**src/rtl/mem_stage.sv**
```systemverilog
// mem_stage -- memory-access stage of a 5-stage in-order pipeline.
//
// Captures an instruction from EXE, waits for data-memory load data when the
// instruction is a load, shapes the data (LW/LB/LBU/LH/LHU, LWL/LWR merge with
// the old rt value) and presents the write-back value to WB with a
// valid/allowin handshake on both sides.
//
// Ports:
//   clk, rst                      clock, asynchronous active-high reset
//   exe_valid_in / mem_allowin_out    EXE -> MEM handshake
//   mem_valid_out / wb_allowin_in     MEM -> WB handshake
//   exe_alures_in                 ALU result / data address
//   exe_rt_in                     old rt value for LWL/LWR merge
//   exe_sel_wbdata_in             one-hot write-back source select
//   exe_lubhw_con_in              one-hot LW/LB/LBU/LH/LHU select
//   exe_onehot_in                 [7:4] LWL byte n, [3:0] LWR byte n
//   exe_PC_in, exe_NNPC_in        PC and PC+8 (link value)
//   exe_wnum_in, exe_write_type_in    destination register and write type
//   dm_rvalid_in, dm_rdata_in     load data return from data memory
//   mem_wbdata_out                final write-back value
//   mem_wnum_out, mem_write_type_out  destination, zero when stage empty
//   mem_PC_out                    PC of the held instruction
//
// Build option MEM_FWD_EN: adds mem_fwd_wnum_out / mem_fwd_ok_out for an ID
// stage bypass that uses mem_wbdata_out as the forwarded value.
//
// FSM states:
//   state  | meaning
//   IDLE   | no load outstanding (empty, or holding a non-load)
//   WAIT   | load captured, data not yet returned
//   DONE   | load data buffered, waiting for WB handoff

module mem_stage (
  input  logic        clk,
  input  logic        rst,
  input  logic        exe_valid_in,
  output logic        mem_allowin_out,
  input  logic        wb_allowin_in,
  output logic        mem_valid_out,
  input  logic [31:0] exe_alures_in,
  input  logic [31:0] exe_rt_in,
  input  logic [3:0]  exe_sel_wbdata_in,
  input  logic [4:0]  exe_lubhw_con_in,
  input  logic [7:0]  exe_onehot_in,
  input  logic [31:0] exe_PC_in,
  input  logic [31:0] exe_NNPC_in,
  input  logic [4:0]  exe_wnum_in,
  input  logic [2:0]  exe_write_type_in,
  input  logic        dm_rvalid_in,
  input  logic [31:0] dm_rdata_in,
  output logic [31:0] mem_wbdata_out,
  output logic [4:0]  mem_wnum_out,
  output logic [2:0]  mem_write_type_out,
  output logic [31:0] mem_PC_out
`ifdef MEM_FWD_EN
  ,
  output logic [4:0]  mem_fwd_wnum_out,
  output logic        mem_fwd_ok_out
`endif
);

  localparam logic [1:0] S_IDLE = 2'd0;
  localparam logic [1:0] S_WAIT = 2'd1;
  localparam logic [1:0] S_DONE = 2'd2;

  logic [1:0]  state_r, state_nxt;
  logic        valid_r;
  logic [31:0] alures_r, rt_r, pc_r, nnpc_r, rdata_r;
  logic [3:0]  sel_r;
  logic [4:0]  con_r;
  logic [7:0]  onehot_r;
  logic [4:0]  wnum_r;
  logic [2:0]  wtype_r;

  logic is_load, exe_is_load, ready, capture, handoff, rdata_take;
  logic [31:0] byte_ext, half_ext, lubhw_val, llr_val;
  logic [7:0]  ld_byte;
  logic [15:0] ld_half;

  assign is_load     = sel_r[1] | sel_r[2];
  assign exe_is_load = exe_sel_wbdata_in[1] | exe_sel_wbdata_in[2];
  assign ready       = !is_load || (state_r == S_DONE);

  assign mem_valid_out   = valid_r && ready;
  assign mem_allowin_out = !valid_r || (ready && wb_allowin_in);

  assign capture = mem_allowin_out && exe_valid_in;
  assign handoff = mem_valid_out && wb_allowin_in;

  // Load data is taken while waiting, or in the very cycle a load is captured
  // (the response then belongs to the load entering the stage). Any other
  // dm_rvalid_in is stray and must not disturb the buffered word.
  assign rdata_take = dm_rvalid_in &&
                      ((state_r == S_WAIT) || (capture && exe_is_load));

  always_comb begin
    state_nxt = state_r;
    case (state_r)
      S_WAIT:  if (dm_rvalid_in) state_nxt = S_DONE;
      S_DONE:  if (handoff) state_nxt = S_IDLE;
      default: state_nxt = S_IDLE;
    endcase
    if (capture) begin
      if (exe_is_load) state_nxt = dm_rvalid_in ? S_DONE : S_WAIT;
      else             state_nxt = S_IDLE;
    end
  end

  always_ff @(posedge clk or posedge rst) begin
    if (rst) begin
      state_r  <= S_IDLE;
      valid_r  <= 1'b0;
      alures_r <= '0;
      rt_r     <= '0;
      sel_r    <= '0;
      con_r    <= '0;
      onehot_r <= '0;
      pc_r     <= '0;
      nnpc_r   <= '0;
      wnum_r   <= '0;
      wtype_r  <= '0;
      rdata_r  <= '0;
    end else begin
      state_r <= state_nxt;
      if (mem_allowin_out) valid_r <= exe_valid_in;
      if (capture) begin
        alures_r <= exe_alures_in;
        rt_r     <= exe_rt_in;
        sel_r    <= exe_sel_wbdata_in;
        con_r    <= exe_lubhw_con_in;
        onehot_r <= exe_onehot_in;
        pc_r     <= exe_PC_in;
        nnpc_r   <= exe_NNPC_in;
        wnum_r   <= exe_wnum_in;
        wtype_r  <= exe_write_type_in;
      end
      if (rdata_take) rdata_r <= dm_rdata_in;
    end
  end

  // Little-endian byte/halfword pick by address.
  always_comb begin
    case (alures_r[1:0])
      2'd0:    ld_byte = rdata_r[7:0];
      2'd1:    ld_byte = rdata_r[15:8];
      2'd2:    ld_byte = rdata_r[23:16];
      default: ld_byte = rdata_r[31:24];
    endcase
    ld_half  = alures_r[1] ? rdata_r[31:16] : rdata_r[15:0];
    byte_ext = {{24{con_r[1] & ld_byte[7]}}, ld_byte};
    half_ext = {{16{con_r[3] & ld_half[15]}}, ld_half};
  end

  always_comb begin
    lubhw_val = '0;
    if (con_r[0])                 lubhw_val = rdata_r;
    else if (con_r[1] | con_r[2]) lubhw_val = byte_ext;
    else if (con_r[3] | con_r[4]) lubhw_val = half_ext;
  end

  // LWL n keeps the low (3-n) bytes of rt and fills the rest from memory
  // shifted up; LWR n keeps the high n bytes of rt.
  always_comb begin
    llr_val = '0;
    for (int n = 0; n < 4; n++) begin
      if (onehot_r[n])
        llr_val = (rdata_r >> (8 * n)) | (rt_r & ~(32'hFFFF_FFFF >> (8 * n)));
      if (onehot_r[n + 4])
        llr_val = (rdata_r << (8 * (3 - n))) |
                  (rt_r & ~(32'hFFFF_FFFF << (8 * (3 - n))));
    end
  end

  always_comb begin
    mem_wbdata_out = '0;
    if (sel_r[0])      mem_wbdata_out = alures_r;
    else if (sel_r[1]) mem_wbdata_out = lubhw_val;
    else if (sel_r[2]) mem_wbdata_out = llr_val;
    else if (sel_r[3]) mem_wbdata_out = nnpc_r;
  end

  assign mem_wnum_out       = valid_r ? wnum_r : 5'd0;
  assign mem_write_type_out = valid_r ? wtype_r : 3'd0;
  assign mem_PC_out         = pc_r;

`ifdef MEM_FWD_EN
  assign mem_fwd_wnum_out = valid_r ? wnum_r : 5'd0;
  assign mem_fwd_ok_out   = mem_valid_out;
`else
  // No bypass outputs in this build.
`endif

endmodule

```
**config.mk**
```make
export PLATFORM = sky130hd
export DESIGN_NAME = mem_stage
export DESIGN_NICKNAME = d
export VERILOG_FILES = /design/src/rtl/mem_stage.sv
export SDC_FILE = /design/constraint.sdc
export NUM_CORES = 1
export LEC_CHECK = 0
export BUFFER_PORTS_ARGS = -buffer_cell sky130_fd_sc_hd__buf_2
export CAP_MARGIN = 20
export CORE_MARGIN = 5
export CORE_UTILIZATION = 30
export DETAILED_ROUTE_END_ITERATION = 10
export PLACE_DENSITY = 0.51
export SLEW_MARGIN = 25
export SYNTH_ARGS = -nofsm -noshare
export SYNTH_HDL_FRONTEND = slang
export SYNTH_SLANG_ARGS = --single-unit
```
**constraint.sdc**
```tcl
create_clock -name clk -period 6.7 [get_ports clk]
set_input_delay 1.34 -clock clk [delete_from_list [all_inputs] [get_ports clk]]
set_output_delay 1.34 -clock clk [all_outputs]
set_load 0.05 [all_outputs]
```
==> results of run 1 <==
area by class of cell:
cell class	count	area (um2)	area share (%)
Multi-Input combinational cell	723	5500	42.5
Sequential cell	188	4700	36.3
Timing Repair Buffer	280	1460	11.2
Tap cell	461	577	4.45
Clock buffer	19	443	3.42
Clock inverter	13	145	1.12
Inverter	30	120	0.928
cell usage in the layout, fill, tap and decap left out, types with 8 or more instances in the layout:
master,instances
a221o_1,15
and4_1,8
a21oi_1,69
mux2_1,15
a222oi_1,8
buf_4,16
and2_1,8
nand3b_1,11
a221oi_1,45
a21boi_0,8
dfrtp_1,188
nor3b_1,15
a21o_1,24
o21ai_0,57
nor2b_1,21
mux2_2,157
a211oi_1,25
o221ai_1,15
buf_2,263
mux2i_1,17
nand2_1,86
nand2b_1,11
o211ai_1,17
nor3_1,9
nor2_1,24
clkbuf_16,17
inv_1,29
cells by family after synthesis:
| group | count (synthesis) |
|---|---|
| muxes | 189 |
| DFF | 188 |
| and+or+nand+nor | 219 |
| AOI/OAI and AO/OA | 315 |
| buffers and inverters | 135 |
worst max-delay path by stage:
| stage | from | end |
|---|---|---|
| after floorplan | rst | alures_r[0]$_DFFE_PP0P_ |
| after global placement | onehot_r[5]$_DFFE_PP0P_ | mem_wbdata_out[7] |
| after detailed placement | onehot_r[5]$_DFFE_PP0P_ | mem_wbdata_out[7] |
| after CTS | onehot_r[5]$_DFFE_PP0P_ | mem_wbdata_out[7] |
| after global routing | onehot_r[5]$_DFFE_PP0P_ | mem_wbdata_out[11] |
| final | onehot_r[5]$_DFFE_PP0P_ | mem_wbdata_out[11] |
flip-flops by register name, summed over array words and instances (netlist names):
register and count:
rdata_r 32, nnpc_r 32, onehot_r 8, sel_r 4, con_r 5, rt_r 32
mem_PC_out 32, wtype_r 3, state_r 2, alures_r 32, wnum_r 5, valid_r 1
per-stage QoR:
| stage | hold slack, ps | std cells | area, um2 |
|---|---|---|---|
| floorplan | 458 | 1046 | 10800 |
| global placement | 466 | 1682 | 12400 |
| global route | 512 | 1714 | 12900 |
| detailed placement | 469 | 1682 | 12400 |
| finish | 499 | 1714 | 12900 |
| CTS | 498 | 1714 | 12900 |
routing by layer:
layer / vias up / share of wire [%] / wire (um)
li1: 4307 / - / -
met1: 4703 / 42 / 18200
met2: 435 / 46 / 20000
met3: 66 / 7.8 / 3350
met4: 0 / 3.5 / 1490
met5: - / 0 / 0
worst reg2reg max path, stage by stage, from the launching register on:
cell      delay, ps
dfrtp_1         390
buf_4           220
nor2_1          170
o21ai_1         150
a21boi_4        470
buf_12          590
mux2_2          660
==> run summary, run 1 <==
The flow ran to the end, and the final reports show no timing, DRC or antenna violations. Prior to clock tree synthesis, the placed netlist has a worst setup slack of 2540 ps. Counting instances, the worst hold path has a depth of 1. The reported max-cap violation count is 0. met2 is the most crowded layer.

Entering global routing, the biggest net connects about 160 pins. Summed over its instances, the top area cell type makes up 43.6% of the synthesized netlist area. The TritonCTS clock tree is done. The actual slew at the worst max-slew pin is 967 ps. The synthesized area per cell came out at 10.3 um2.

For this run, the detailed router's first-pass iteration total came to 8. During synthesis, Yosys emitted a total of 0 warnings. The number of diodes is 0. In this run the remaining antenna-violating nets after routing total 0. The horizontal die dimension is 200 um.

The number of DRC markers in iteration 0 came out at 770. The clock-pin slew of the registers on the worst-case setup and hold paths is ~80 ps. The primary flip-flop cell chosen by synthesis mapping is dfrtp_1. Port buffering added 263 buffers. Setup repair after global routing left no endpoint under its margin. Yosys mapped a number of flops with a built-in enable equal to 0. The layout-stage area growth over the synthesis result came out at 20.0%. After Yosys synthesis, XOR and XNOR cells account for 0% of the synthesized area. The post-synthesis instance area came out at 0.0108 mm2. Cells with a size suffix above 1 make up 38.5% of the layout. The most common cell in the synthesized netlist is dfrtp_1.

The global routing usage on met2 came out at between 30% and 40%. In the final timing run, aggregate negative setup slack is 0 ps. The post-synth net total came out at 1236. The number of top-level pins came out at 264. The min-delay analysis places its worst path in the category reg2reg. Yosys attributes the largest share of cell area to dfrtp_1 (44%), mux2_2 (16%), a221oi_1 (3.7%). The maximum number of buffers from clock root to sink is 2. Static timing analysis puts the maximum clock frequency at 0.211 GHz. The number of buffers and inverters on the critical path is 1. Measured on the finished design, the core utilization comes to 36.4%. The maximum net fanout on the critical path came out at 25. The post-synthesis compound-gate area fraction is 20.6%.

Among all stages on the critical path, the largest delay is contributed by dfrtp_1. By area, the combinational part of the netlist is dominated by compound AO/OA/AOI/OAI gates. The layout net count came out at about 1400. The tree is rooted in a clkbuf_16.

The floorplan has 69 rows. At the worst endpoint, the required time is 5360 ps. Between clock sinks in the finished design, the worst skew comes to 12.4 ps. The flip-flop and latch count after synthesis came out at about 190. Counting instances in the post-synthesis netlist gives the leading cell types as dfrtp_1 (188), mux2_2 (157), nand2_1 (86), a21oi_1 (69), o21ai_0 (57). The slack of the worst reg-to-reg path came out at roughly 4000 ps. The routed wire length came out at 43.1 mm. The clock latency on the worst-skew pair is around 450 ps. The share of synthesized registers carrying an async set or reset came out at 100%.

The worst setup path is captured at an output port. Global routing consumed, on the met1 layer, 28.6% of the routing resources. The critical path crosses 6 cells after its start point.

Clock tree synthesis found a total of 188 sinks. The number of cells produced by synthesis is 1046. The buffers inserted during post-CTS setup optimization is 0. The number of antenna violations at the first check in global routing came out at 0. The critical path launch point type is a register. The full die area is 0.0399 mm2. The initial standard-cell utilization of the core is a little under a third. The sum of net half-perimeters after detailed placement is roughly 31 mm. Grouping stages by cell kind, the critical path spends the most delay in compound AO/OA/AOI/OAI gates. The relative max-transition margin came out at 35.6%. The part of the cycle the worst path needs is a little over two thirds.

The total congestion overflow came out at 0. The final weighted congestion of routability-driven global placement came out at between 0.9 and 1. The startpoint identified for the worst register-to-register timing path is sel_r[2]$_DFFE_PP0P_. At the worst endpoint, the arrival time is between 3000 and 4000 ps. For hold timing, the worst endpoint is nnpc_r[0]$_DFFE_PP0P_. The wire length of the first global-routing pass came out at 62.9 mm. The dominant cell type by area after synthesis is dfrtp_1. The endpoint identified for the worst register-to-register timing path is nnpc_r[11]$_DFFE_PP0P_. For this run, the total global-route usage over all layers was measured as 21.3%. The total clock buffers created by CTS came out at 17. The final-report max-slew violation count was 0. The via count came out at 9511. The smallest setup slack after layout came out at about 2000 ps. Global routing used 5.51% of the available met3 tracks.

Traced cell by cell, the critical path runs through and2b_1, a221oi_1, o21ai_0, a21oi_1, o311ai_0, buf_2. The number of failing hold endpoints at the final stage came out at 0. The via-per-instance ratio came out at about 5.5. The worst-case reg-to-reg path depth is 6. The number of buffers added to fix hold violations after cts is 0. The critical path is of the reg2out type. The total of endpoints with negative setup slack in the final report is 0.

The final critical delay including setup and external delays came out at between 4000 and 5000 ps. The remaining design rule violation count came out at 0. After clock tree synthesis, the repair step resized 0 gates.

The fraction of the mapped netlist area in simple logic gates came out at 10.6%. The number of levels in the clock H-tree is 4. The startpoint identified for the worst hold timing path is nnpc_r[0]$_DFFE_PP0P_. The filler cell count is between 3000 and 4000. The largest stage delay on the critical path came out at approximately 860 ps. After floorplanning, the core was sized to cover 0.0356 mm2. After synthesis, the netlist uses 56 different library cells. The floorplan step set the die height to 200 um. The routed length per instance is 25.1 um.

The number of global-route vias before repair came out at 9586. The proportion of synthesized area in mux cells is 19.5%. The sequential element share of the synthesized area came out at 43.6%.

Of the total synthesized cell area, the portion taken by full adders, half adders and majority gates is 0%.
Power of run 1 is not shown: default switching activity piles up to over one toggle a cycle in this logic, so the estimate is an artifact.
==> run 2, diff against run 1 <==
clock period = 4.2 ns   (was 6.7 ns; I/O delays follow)
==> run summary, run 2 (synthesized netlist as in run 1, its figures left out) <==
The fmax is 0.251 GHz. The tool flagged a number of max-cap violations equal to 0. The first detailed-routing pass ran for 6 iterations. Data arrives at the worst endpoint at 3150 ps. The number of top-level pins came out at roughly 260. The final-report max-slew violation count is 0. Input and output buffers added on the ports amount to around 260. The part of the cycle the worst path needs came out at 95.0%. The overall track demand over capacity in global routing is 21.8%. The run finished with clean final reports. The layout cell share with drive strength beyond 1 is 39.8%.

The number of levels in the clock H-tree came out at 4. The clock skew after layout came out at 12.8 ps. Buffers added to address setup during post-CTS repair amount to 0. The sum of net half-perimeters after detailed placement came out at 33.3 mm. The library cell used most frequently in the layout, excluding fill and tap cells, is buf_2.

The via-per-instance ratio came out at 5.51. The critical path launch point type is a register. The residual antenna-violating net count after detailed routing came out at 0. The critical path endpoint category is an output port. The horizontal die dimension came out at ~200 um. The maximum net fanout on the critical path is 21. In the layout the commonest cells are buf_2 (263), dfrtp_1 (187), mux2_2 (157). Compared with the post-synthesis result, the final layout area differs by 22.4%.

The path class of the tightest hold or removal check is reg2reg. The placed cell area came out at 0.0126 mm2. The worst setup path is of the reg2out kind. For this run the aggregate overflow at the end of global routing stands at 0.

For the pin with the worst max-slew slack, the measured transition is 856 ps. Hold is met by 490 ps. Once the clock tree was built, the resizer swapped 0 gates to a different size. The full die area came out at 0.0399 mm2.

The wire length of the first global-routing pass is 63.9 mm. The routed wire length on met3 is 4.01 mm. The routed length per instance is 25.3 um. The total clock buffers created by CTS came out at 17.

The relative max-transition margin came out at 42.7%. For this run, design rule violations remaining after detail routing come to 0. After detailed routing, the total wire length is 44.1 mm.

The final weighted congestion of routability-driven global placement is around 0.95. Fill cells in the final layout number 3666. After detailed routing, the wire length on met1 is 18.0 mm. The number of antenna violations at the first check in global routing is 2. The total negative slack is 0 ps. The clock-pin slew of the registers on the worst-case setup and hold paths is 80 ps. The number of rows in the core area is between 60 and 70. The critical path required time is 3360 ps. Entering global routing, the biggest net connects 93 pins. The layout net count is 1457. The number of failing hold endpoints at the final stage came out at 0. For this configuration, the core starts out at a cell density of 30.3%.

The number of global-route vias before repair came out at 9716. The total of endpoints with negative setup slack in the final report came out at 0. The root buffer selected by CTS is clkbuf_16.

The detailed route wirelength on metal2 is between 20 and 25 mm. The final design instance area without fill came out at about 0.013 mm2. In this run, post-CTS hold repair placed 0 buffers. The die extent in y is 200 um.

The highest layer touched by signal routing is met5. The final critical delay including setup and external delays came out at approximately 4000 ps. The later pin in the worst-skew pair is clocked with a latency of roughly 450 ps.

The number of DRC markers in iteration 0 is 729. Setup repair after global routing left no endpoint under its margin. TritonCTS built the clock tree. The number of sinks handled by clock tree synthesis is between 150 and 200. The via count came out at 9601. The placeable core region came out at about 0.036 mm2. The maximum number of buffers from clock root to sink came out at 2.
[run 2: changes by cell type in the layout (fill, tap and decap cells not counted), sizes merged]
| cell | delta |
|---|---|
| buf | +27 |
| clkbuf | -2 |
| clkinv | +3 |
| diode | +2 |
| inv | -1 |
[run 2: area by class of cell]
type | instances | area, um2 | area share (%)
Antenna cell | 2 | 5.00 | 0.0379
Clock buffer | 17 | 425 | 3.22
Clock inverter | 15 | 184 | 1.39
Inverter | 30 | 116 | 0.881
Multi-Input combinational cell | 723 | 5490 | 41.5
Sequential cell | 188 | 4710 | 35.6
Tap cell | 461 | 577 | 4.37
Timing Repair Buffer | 307 | 1710 | 12.9
[run 2: per-stage QoR]
stage	utilization [%]	worst slack, ps	std cells
global route	37.1	3.40	1741
global placement	35.4	722	1709
CTS	37.1	177	1741
floorplan	-	371	1046
finish	37.1	210	1743
detailed placement	35.4	707	1709
[run 2: worst paths after layout]
kind	startpoint	end	slack, ps	cells after the start
setup / recovery	onehot_r[1]$_DFFE_PP0P_	mem_wbdata_out[12]	210	8
hold / removal	nnpc_r[0]$_DFFE_PP0P_	nnpc_r[0]$_DFFE_PP0P_	490	1
setup reg to reg	sel_r[2]$_DFFE_PP0P_	nnpc_r[6]$_DFFE_PP0P_	1570	6
hold reg to reg	nnpc_r[0]$_DFFE_PP0P_	nnpc_r[0]$_DFFE_PP0P_	490	1
max in group asynchronous	rst	alures_r[20]$_DFFE_PP0P_	2740	3
min in group asynchronous	rst	mem_PC_out[8]$_DFFE_PP0P_	530	2
[run 2: critical path: stages (launching register included)]
cell      delay [ps]
dfrtp_1          820
buf_4            320
buf_4            190
a221oi_1          50
o21ai_0          220
a21oi_1          130
o311ai_0         490
buf_4            200
buf_2            260
[run 2: metal layers]
| layer | GRT usage [%] | vias up |
|---|---|---|
| li1 | - | 4348 |
| met4 | 6.72 | 2 |
| met3 | 7.22 | 58 |
| met1 | 27.8 | 4758 |
| met2 | 35.2 | 435 |
| met5 | 0 | - |
Power of run 2 is left out for the same reason.
